File: src/rtl/spi_pkg.sv
// spi_pkg: shared types and constants for the SPI slave front end.
// Provides the FSM state enum, default word widths and the command codes
// the RAM decodes from rx_data[9:8].
package spi_pkg;

    localparam int RX_W_DEF = 10;
    localparam int TX_W_DEF = 8;

    localparam logic [1:0] CMD_WR_ADDR = 2'b00;
    localparam logic [1:0] CMD_WR_DATA = 2'b01;
    localparam logic [1:0] CMD_RD_ADDR = 2'b10;
    localparam logic [1:0] CMD_RD_DATA = 2'b11;

    typedef enum logic [2:0] {
        IDLE,
        CHK_CMD,
        WRITE,
        READ_ADD,
        READ_DATA
    } spi_state_e;

endpackage

File: src/rtl/spi_slave.sv
// spi_slave: deserialises MOSI frames into command words and serialises RAM read bytes on MISO.
// Ports:
//   clk      SPI clock, everything samples on posedge
//   rst      synchronous active-high reset
//   SS_n     active-low slave select framing each transaction
//   MOSI     serial data in, MSB first
//   tx_data  read byte from RAM
//   tx_valid tx_data valid strobe from RAM
//   MISO     registered serial data out, MSB first
//   rx_data  registered command word {cmd[1:0], payload[7:0]}
//   rx_valid one-cycle strobe, rx_data complete
module spi_slave
    import spi_pkg::*;
#(
    parameter int RX_W = RX_W_DEF,
    parameter int TX_W = TX_W_DEF
) (
    input  logic            clk,
    input  logic            rst,
    input  logic            SS_n,
    input  logic            MOSI,
    input  logic [TX_W-1:0] tx_data,
    input  logic            tx_valid,
    output logic            MISO,
    output logic [RX_W-1:0] rx_data,
    output logic            rx_valid
);

    localparam int CNT_W = $clog2(RX_W);
    localparam int TXC_W = $clog2(TX_W);
    localparam logic [CNT_W-1:0] LAST = CNT_W'(RX_W - 2);
    localparam logic [TXC_W-1:0] TX_LAST = TXC_W'(TX_W - 1);

    spi_state_e state_q, state_d;
    logic [CNT_W-1:0] cnt_q;
    logic [RX_W-2:0] sr_q;
    logic [RX_W-1:0] rx_data_q;
    logic rx_valid_q;
    logic done_q;
    logic rd_addr_seen_q;
    logic tx_loaded_q;
    logic [TX_W-1:0] tx_sr_q;
    logic [TXC_W-1:0] tx_cnt_q;
    logic miso_q;
    logic in_frame, shift_en, last_bit, tx_load, abort;

    always_ff @(posedge clk) begin
        if (rst) state_q <= IDLE;
        else state_q <= state_d;
    end

    // Command bit 9 picks write vs read; a read goes to READ_DATA only once an address frame has been seen.
    always_comb begin
        state_d = state_q == IDLE ? (SS_n ? IDLE : CHK_CMD) :
                  SS_n ? IDLE :
                  state_q == CHK_CMD ? (MOSI == CMD_RD_ADDR[1] ? (rd_addr_seen_q ? READ_DATA : READ_ADD) : WRITE) :
                  state_q;
    end

    // done_q blocks any further capture once the word is complete while SS_n stays low.
    always_comb begin
        in_frame = state_q == WRITE || state_q == READ_ADD || state_q == READ_DATA;
        abort    = state_q != IDLE && SS_n;
        shift_en = in_frame && !SS_n && !done_q;
        last_bit = shift_en && cnt_q == LAST;
        tx_load  = state_q == READ_DATA && !SS_n && done_q && tx_valid && !tx_loaded_q;
    end

    always_ff @(posedge clk) begin
        if (rst) begin
            cnt_q          <= '0;
            sr_q           <= '0;
            rx_data_q      <= '0;
            rx_valid_q     <= 1'b0;
            done_q         <= 1'b0;
            rd_addr_seen_q <= 1'b0;
            tx_loaded_q    <= 1'b0;
            tx_sr_q        <= '0;
            tx_cnt_q       <= '0;
            miso_q         <= 1'b0;
        end else if (abort) begin
            cnt_q       <= '0;
            rx_valid_q  <= 1'b0;
            done_q      <= 1'b0;
            tx_loaded_q <= 1'b0;
            tx_cnt_q    <= '0;
            miso_q      <= 1'b0;
        end else begin
            rx_valid_q <= last_bit;
            if (state_q == CHK_CMD) sr_q <= {{(RX_W-2){1'b0}}, MOSI};
            else if (shift_en) sr_q <= {sr_q[RX_W-3:0], MOSI};
            if (shift_en && !last_bit) cnt_q <= cnt_q + 1'b1;
            if (last_bit) begin
                rx_data_q      <= {sr_q, MOSI};
                done_q         <= 1'b1;
                rd_addr_seen_q <= state_q == READ_ADD ? 1'b1 : state_q == READ_DATA ? 1'b0 : rd_addr_seen_q;
            end
            // MSB goes straight to MISO on the load edge; the remaining bits follow from tx_sr_q.
            if (tx_load) begin
                miso_q      <= tx_data[TX_W-1];
                tx_sr_q     <= {tx_data[TX_W-2:0], 1'b0};
                tx_cnt_q    <= TX_LAST;
                tx_loaded_q <= 1'b1;
            end else if (tx_cnt_q != '0) begin
                miso_q   <= tx_sr_q[TX_W-1];
                tx_sr_q  <= {tx_sr_q[TX_W-2:0], 1'b0};
                tx_cnt_q <= tx_cnt_q - 1'b1;
            end else begin
                miso_q <= 1'b0;
            end
        end
    end

    assign MISO     = miso_q;
    assign rx_data  = rx_data_q;
    assign rx_valid = rx_valid_q;

endmodule

File: config.mk
export PLATFORM = sky130hd
export DESIGN_NAME = spi_slave
export DESIGN_NICKNAME = d
export VERILOG_FILES = /design/src/rtl/spi_pkg.sv /design/src/rtl/spi_slave.sv
export SDC_FILE = /design/constraint.sdc
export NUM_CORES = 1
export LEC_CHECK = 0
export CAP_MARGIN = 10
export CORE_MARGIN = 2
export CORE_UTILIZATION = 55
export DETAILED_ROUTE_END_ITERATION = 7
export GPL_ROUTABILITY_DRIVEN = 0
export HOLD_SLACK_MARGIN = 0.05
export PLACE_DENSITY_LB_ADDON = 0.12
export RECOVER_POWER = 100
export SLEW_MARGIN = 20
export SYNTH_ARGS = -nofsm -noshare
export SYNTH_HDL_FRONTEND = slang
export SYNTH_SLANG_ARGS = --single-unit
File: constraint.sdc
create_clock -name clk -period 3.1 [get_ports clk]
set_clock_uncertainty 0.05 [all_clocks]
set_input_delay 0.62 -clock clk [delete_from_list [all_inputs] [get_ports clk]]
set_output_delay 0.62 -clock clk [all_outputs]
set_load 0.02 [all_outputs]
==> results.sh, run 1 <==
export IMPL_status="complete, no violations"
export IMPL_hold_slack_ps=437.0
export IMPL_met1_length_mm=1.549
export IMPL_tightestPinTransition_ps=1368
export IMPL_syn_avg_cell_area_um2=9.209
export IMPL_cap_violations=0
export IMPL_cts_sinks=41
export IMPL_slew_viol_final=0
export IMPL_finalNonFillerCells=265
export IMPL_start_util_pct=58.47
export IMPL_grtUsageTotal_pct=21.47
export IMPL_tritoncts_num_buffers=5
export IMPL_holdPathStages=2
export IMPL_clockRootBuffer="clkbuf_4"
export IMPL_drtIter0Drc=50
export IMPL_crit_arrival_ps=2490
export IMPL_ant_nets=0
export IMPL_wl_met3_um=211
export IMPL_r2r_slack_ps=1050
export IMPL_worstHoldEndpoint="tx_sr_q[1]$_SDFFE_PP0P_"
export IMPL_clkLatencyLatePin_ps=360
export IMPL_post_route_period_util_pct=76.10
export IMPL_nFillCells=265
export IMPL_grt_pass1_vias=1367
export IMPL_cts_tree="done"
export IMPL_ys_warnings_count=0
export IMPL_hold_buffers=0
export IMPL_finalSetupViolations=0
export IMPL_synth_area_top_cells="dfxtp_1 45%, mux2i_1 12%, nor2_1 6.4%"
export IMPL_core_mm2=0.003103
export IMPL_ios=25
export IMPL_syn_area_mm2=0.001814
export IMPL_met2RoutedLength_mm=1.660
export IMPL_rsz0062_at_grt="false"
export IMPL_die_h_um=61.44
export IMPL_syn_inst=197
export IMPL_worstReg2RegStart="state_q[1]$_SDFFE_PP0P_"
export IMPL_wirelength_mm=3.472
export IMPL_cts_buffer_depth=2
export IMPL_fmax_mhz=423.9
export IMPL_hold_violations=0
export IMPL_overflow=0
export IMPL_endpoint_kind="register"
export IMPL_p_per_area_mw_per_mm2=624.9
export IMPL_dr_pass1_iters=4
export IMPL_synth_area_leader_cell="dfxtp_1"
export IMPL_netlist_area_leader_share_pct=45.24
export IMPL_grt_pass1_wl_mm=5.885
export IMPL_diodes=0
export IMPL_syn2layout_area_growth_pct=19.17
export IMPL_layout_drive_gt1_share_pct=6.335
export IMPL_die_x_um=61.44
export IMPL_r2r_end="tx_sr_q[3]$_SDFFE_PP0P_"
export IMPL_num_vias=1418
export IMPL_placement_rows=20
export IMPL_leakage_nw=0.9056
export IMPL_top_layer="met4"
export IMPL_ff2ff_path_depth=3
export IMPL_slew_headroom_pct=8.778
export IMPL_ir_drop_mv=0.4948
export IMPL_hold_path_startpoint="tx_sr_q[1]$_SDFFE_PP0P_"
export IMPL_layout_commonest_cell="dfxtp_1"
export IMPL_fin_crit_ps=2359
export IMPL_tns_ps=0
export IMPL_ys_seq_area_share_pct=45.24
export IMPL_cp_max_fo=7
export IMPL_setup_ws_ps=741.0
export IMPL_dp_hpwl_mm=2.513
export IMPL_layout_common_cells="41 x dfxtp_1, 31 x nor2_1, 22 x mux2i_1"
export IMPL_syn_nets=214
export IMPL_ys_ff_latch=41
export IMPL_finalPower_mw=1.351
export IMPL_ys_types=39
export IMPL_die_area_mm2=0.003774
export IMPL_fin_nets=237
export IMPL_critical_path_class="in -> reg"
export IMPL_place_port_buffers=24
export IMPL_cts_resized=0
export IMPL_wl_per_cell_um=13.10
export IMPL_required_ps=3230
export IMPL_via_per_inst=5.351
export IMPL_drc=0
export IMPL_cts_setup_buffers=0
export IMPL_critPathLaunchType="input pin"
export IMPL_grt_start_max_net_pins=33
export IMPL_antenna_found_initial=0
export IMPL_hold_path_class="reg -> reg"
export IMPL_dp_cells=257
export IMPL_cts_clk_slew_worst_paths_ps=110
export IMPL_dp_slack_ps=558.9
export IMPL_htree_levels=2
==> through the flow <==
stage / area, µm² / utilization (%)
floorplan: 1814 / -
global placement: 2063 / 66.49
detailed placement: 2063 / 66.49
CTS: 2166 / 69.80
global route: 2162 / 69.68
finish: 2162 / 69.68
==> synth_stat cells, drive strengths merged <==
cell and count:
nand2 18, a21oi 12, and2 8, o211ai 3, inv 7, dfxtp 41
ha 4, xnor2 2, a41oi 2, a311oi 6, nand3b 1, nor4bb 1
a21o 1, o31ai 1, xor2 1, nor2 31, nor2b 3, or4b 1
o21ai 3, nand2b 4, a31oi 1, or3b 2, o221ai 1, nor3b 2
buf 7, clkbuf 4, nand3 3, mux2i 22, and3 1, and3b 1
nor3 3
==> registers in the layout (all words and copies together) (netlist names) <==
register,flops
rd_addr_seen_q,1
tx_loaded_q,1
done_q,1
MISO,1
state_q,3
rx_valid,1
rx_data,10
sr_q,9
tx_sr_q,7
cnt_q,4
tx_cnt_q,3
==> worst max-delay path: stages <==
cell and delay [ps]:
dlygate4sd3_1 640, nor4bb_1 420, a21o_1 280, and2_0 370
a311oi_1 150
==> layer usage <==
metal / up-vias / GRT usage [%]
li1: 718 / -
met5: - / 0
met1: 655 / 26.47
met4: 0 / 7.599
met3: 7 / 7.563
met2: 38 / 34.95
==> worst max path at each step <==
stage	cells past startpoint	to	slack [ps]	from
3_3_place_gp	5	tx_sr_q[2]$_SDFFE_PP0P_	660	SS_n
2_1_floorplan	5	tx_sr_q[2]$_SDFFE_PP0P_	1350	tx_valid
6_report	5	tx_sr_q[3]$_SDFFE_PP0P_	740	SS_n
3_5_place_dp	5	tx_sr_q[3]$_SDFFE_PP0P_	560	SS_n
4_1_cts	5	tx_sr_q[3]$_SDFFE_PP0P_	970	SS_n
5_1_grt	5	tx_sr_q[3]$_SDFFE_PP0P_	640	SS_n
==> kinds of logic after synthesis <==
| kind of cell | share of synthesized area (%) |
|---|---|
| xor+xnor | 1.449 |
| fa+ha+maj | 2.759 |
| simple gates | 22.28 |
| flops | 45.24 |
| compound gates | 10.90 |
| buf+inv | 5.242 |
| mux | 12.14 |
==> power by group <==
part	switching [mW]	leakage (nW)	internal, mW
Clock	0.177	0.0552	0.250
Combinational	0.174	0.518	0.134
Sequential	0.0311	0.332	0.584
Total	0.383	0.906	0.968
==> area by class of cell <==
class / count / area [µm²] / share of cell area [%]
Clock buffer: 5 / 37.54 / 1.736
Sequential cell: 41 / 820.8 / 37.96
Clock inverter: 3 / 65.06 / 3.009
Timing Repair Buffer: 27 / 259.0 / 11.98
Inverter: 7 / 26.28 / 1.215
Tap cell: 44 / 55.05 / 2.546
Multi-Input combinational cell: 138 / 898.4 / 41.55
(Power assumes the default switching activity.)
==> run 2, diff against run 1 <==
- CORE_UTILIZATION: 55 -> 48
- clock period: 3.1 -> 2 ns (I/O delays scaled with it)
==> run 2 against run 1 <==
Compared with the run above:
- routed wire length up 1.8%
- hold slack worse by 6.0 ps
- via count is 3.4% higher
- register-to-register slack got worse by 930 ps
- first-iteration DRC count up 100%
==> results.sh, run 2 (synthesized netlist as in run 1, its figures left out) <==
export IMPL_grt_start_max_net_pins=25
export IMPL_critical_path_class="reg -> reg"
export IMPL_post_route_period_util_pct=94.20
export IMPL_layout_drive_gt1_share_pct=10.04
export IMPL_dp_slack_ps=-136.5
export IMPL_p_per_area_mw_per_mm2=949.5
export IMPL_hold_violations=0
export IMPL_dp_hpwl_mm=2.598
export IMPL_fin_nets=245
export IMPL_clkPwrFrac_pct=31.5
export IMPL_rsz0062_at_grt="false"
export IMPL_hold_buffers=0
export IMPL_ios=25
export IMPL_cap_violations=0
export IMPL_slew_viol_final=0
export IMPL_endpoint_kind="register"
export IMPL_crit_arrival_ps=2060
export IMPL_dp_cells=269
export IMPL_status="complete, no violations"
export IMPL_hold_slack_ps=431.0
export IMPL_place_port_buffers=24
export IMPL_design_area_mm2=0.002257
export IMPL_r2r_end="sr_q[7]$_SDFFE_PP0P_"
export IMPL_hold_path_startpoint="tx_loaded_q$_SDFFE_PP0P_"
export IMPL_syn2layout_area_growth_pct=24.41
export IMPL_drtIter0Drc=101
export IMPL_via_per_inst=5.292
export IMPL_tightestPinTransition_ps=575.4
export IMPL_start_util_pct=49.56
export IMPL_leakage_nw=0.9542
export IMPL_fin_crit_ps=1884
export IMPL_ir_drop_mv=0.5850
export IMPL_clockRootBuffer="clkbuf_8"
export IMPL_pwr_share_comb_pct=23.9
export IMPL_fmax_mhz=530.8
export IMPL_finalPower_mw=2.143
export IMPL_overflow=0
export IMPL_required_ps=2180
export IMPL_ant_nets=0
export IMPL_dr_pass1_iters=4
export IMPL_critPathLaunchType="register"
export IMPL_wl_per_cell_um=12.76
export IMPL_holdPathStages=2
export IMPL_critPathBufInv=1
export IMPL_htree_levels=2
export IMPL_die_area_mm2=0.004288
export IMPL_grt_pass1_wl_mm=5.947
export IMPL_power_frac_seq_pct=44.6
export IMPL_core_mm2=0.003661
export IMPL_power_internal_mw=1.551
export IMPL_setup_ws_ps=116.0
export IMPL_place_area_mm2=0.002141
export IMPL_cts_sinks=41
export IMPL_clkLatencyLatePin_ps=290
export IMPL_tritoncts_num_buffers=5
export IMPL_ff2ff_path_depth=5
export IMPL_cts_clk_slew_worst_paths_ps=80
export IMPL_layout_common_cells="41 x dfxtp_1, 31 x nor2_1, 22 x mux2i_1"
export IMPL_path_delay_family="simple AND/OR/NAND/NOR gates"
export IMPL_die_h_um=65.48
export IMPL_wirelength_mm=3.534
export IMPL_p_sw_mw=0.5925
export IMPL_cpPeakStageDelay_ps=550
export IMPL_drc=0
export IMPL_die_x_um=65.48
export IMPL_worstReg2RegStart="state_q[1]$_SDFFE_PP0P_"
export IMPL_finalNonFillerCells=277
export IMPL_cts_resized=0
export IMPL_num_vias=1466
export IMPL_cts_setup_buffers=0
export IMPL_grtUsageTotal_pct=18.15
export IMPL_cts_tree="done"
export IMPL_layout_commonest_cell="dfxtp_1"
export IMPL_r2r_slack_ps=120
export IMPL_largest_reg_flops=10
export IMPL_grt_pass1_vias=1422
export IMPL_cp_slowest_cell="dfxtp_1"
export IMPL_finalSetupViolations=0
export IMPL_path_cells="or3b_2 -> a31oi_1 -> buf_4 -> mux2i_1 -> nor2b_4"
export IMPL_switching_share_pct=27.65
export IMPL_cp_max_fo=10
export IMPL_cts_buffer_depth=2
export IMPL_placement_rows=22
export IMPL_antenna_found_initial=0
export IMPL_hold_path_class="reg -> reg"
export IMPL_diodes=0
export IMPL_worstHoldEndpoint="tx_loaded_q$_SDFFE_PP0P_"
export IMPL_slew_headroom_pct=61.41
[run 2: metal layers]
metal	track usage [%]	part of all wire (%)	vias up
met4	9.115	1.6	0
met1	19.46	46	699
li1	-	-	733
met3	4.452	3.3	7
met2	32.91	49	27
met5	0	0	-
[run 2: worst max path at each step]
stage | start | end | slack, ps | depth (start not counted)
2_1_floorplan | state_q[1]$_SDFFE_PP0P_ | sr_q[7]$_SDFFE_PP0P_ | 290 | 6
3_3_place_gp | tx_valid | tx_sr_q[4]$_SDFFE_PP0P_ | -9 | 6
3_5_place_dp | tx_valid | tx_sr_q[2]$_SDFFE_PP0P_ | -140 | 6
4_1_cts | state_q[1]$_SDFFE_PP0P_ | tx_sr_q[2]$_SDFFE_PP0P_ | 40 | 3
5_1_grt | state_q[1]$_SDFFE_PP0P_ | sr_q[5]$_SDFFE_PP0P_ | 50 | 5
6_report | state_q[1]$_SDFFE_PP0P_ | sr_q[7]$_SDFFE_PP0P_ | 120 | 5
[run 2: per-stage QoR]
step,utilization (%),TNS [ps]
after floorplan,-,0
after detailed placement,58.48,-575.8
final,61.65,0
after CTS,61.65,0
after global placement,58.48,-8.656
after global routing,61.65,0
[run 2: layout make-up]
cell class / instances / area [µm²]
Fill cell: 327 / 1404
Multi-Input combinational cell: 138 / 904.6
Sequential cell: 41 / 820.8
Timing Repair Buffer: 35 / 329.1
Clock buffer: 7 / 86.33
Tap cell: 48 / 60.06
Clock inverter: 1 / 30.03
Inverter: 7 / 26.28
[run 2: worst reg2reg max path: stages, from the launching register on]
cell     delay, ps
dfxtp_1        550
or3b_2         480
a31oi_1        170
buf_4          230
mux2i_1        200
nor2b_4        150
[run 2: power by group through the flow]
stage	clock, mW	combinational [mW]	sequential [mW]
after floorplan	0	0.390	0.957
after global placement	0	0.481	0.968
after detailed placement	0	0.519	0.972
after CTS	0.693	0.520	0.955
after global routing	0.734	0.577	0.966
final	0.675	0.512	0.956
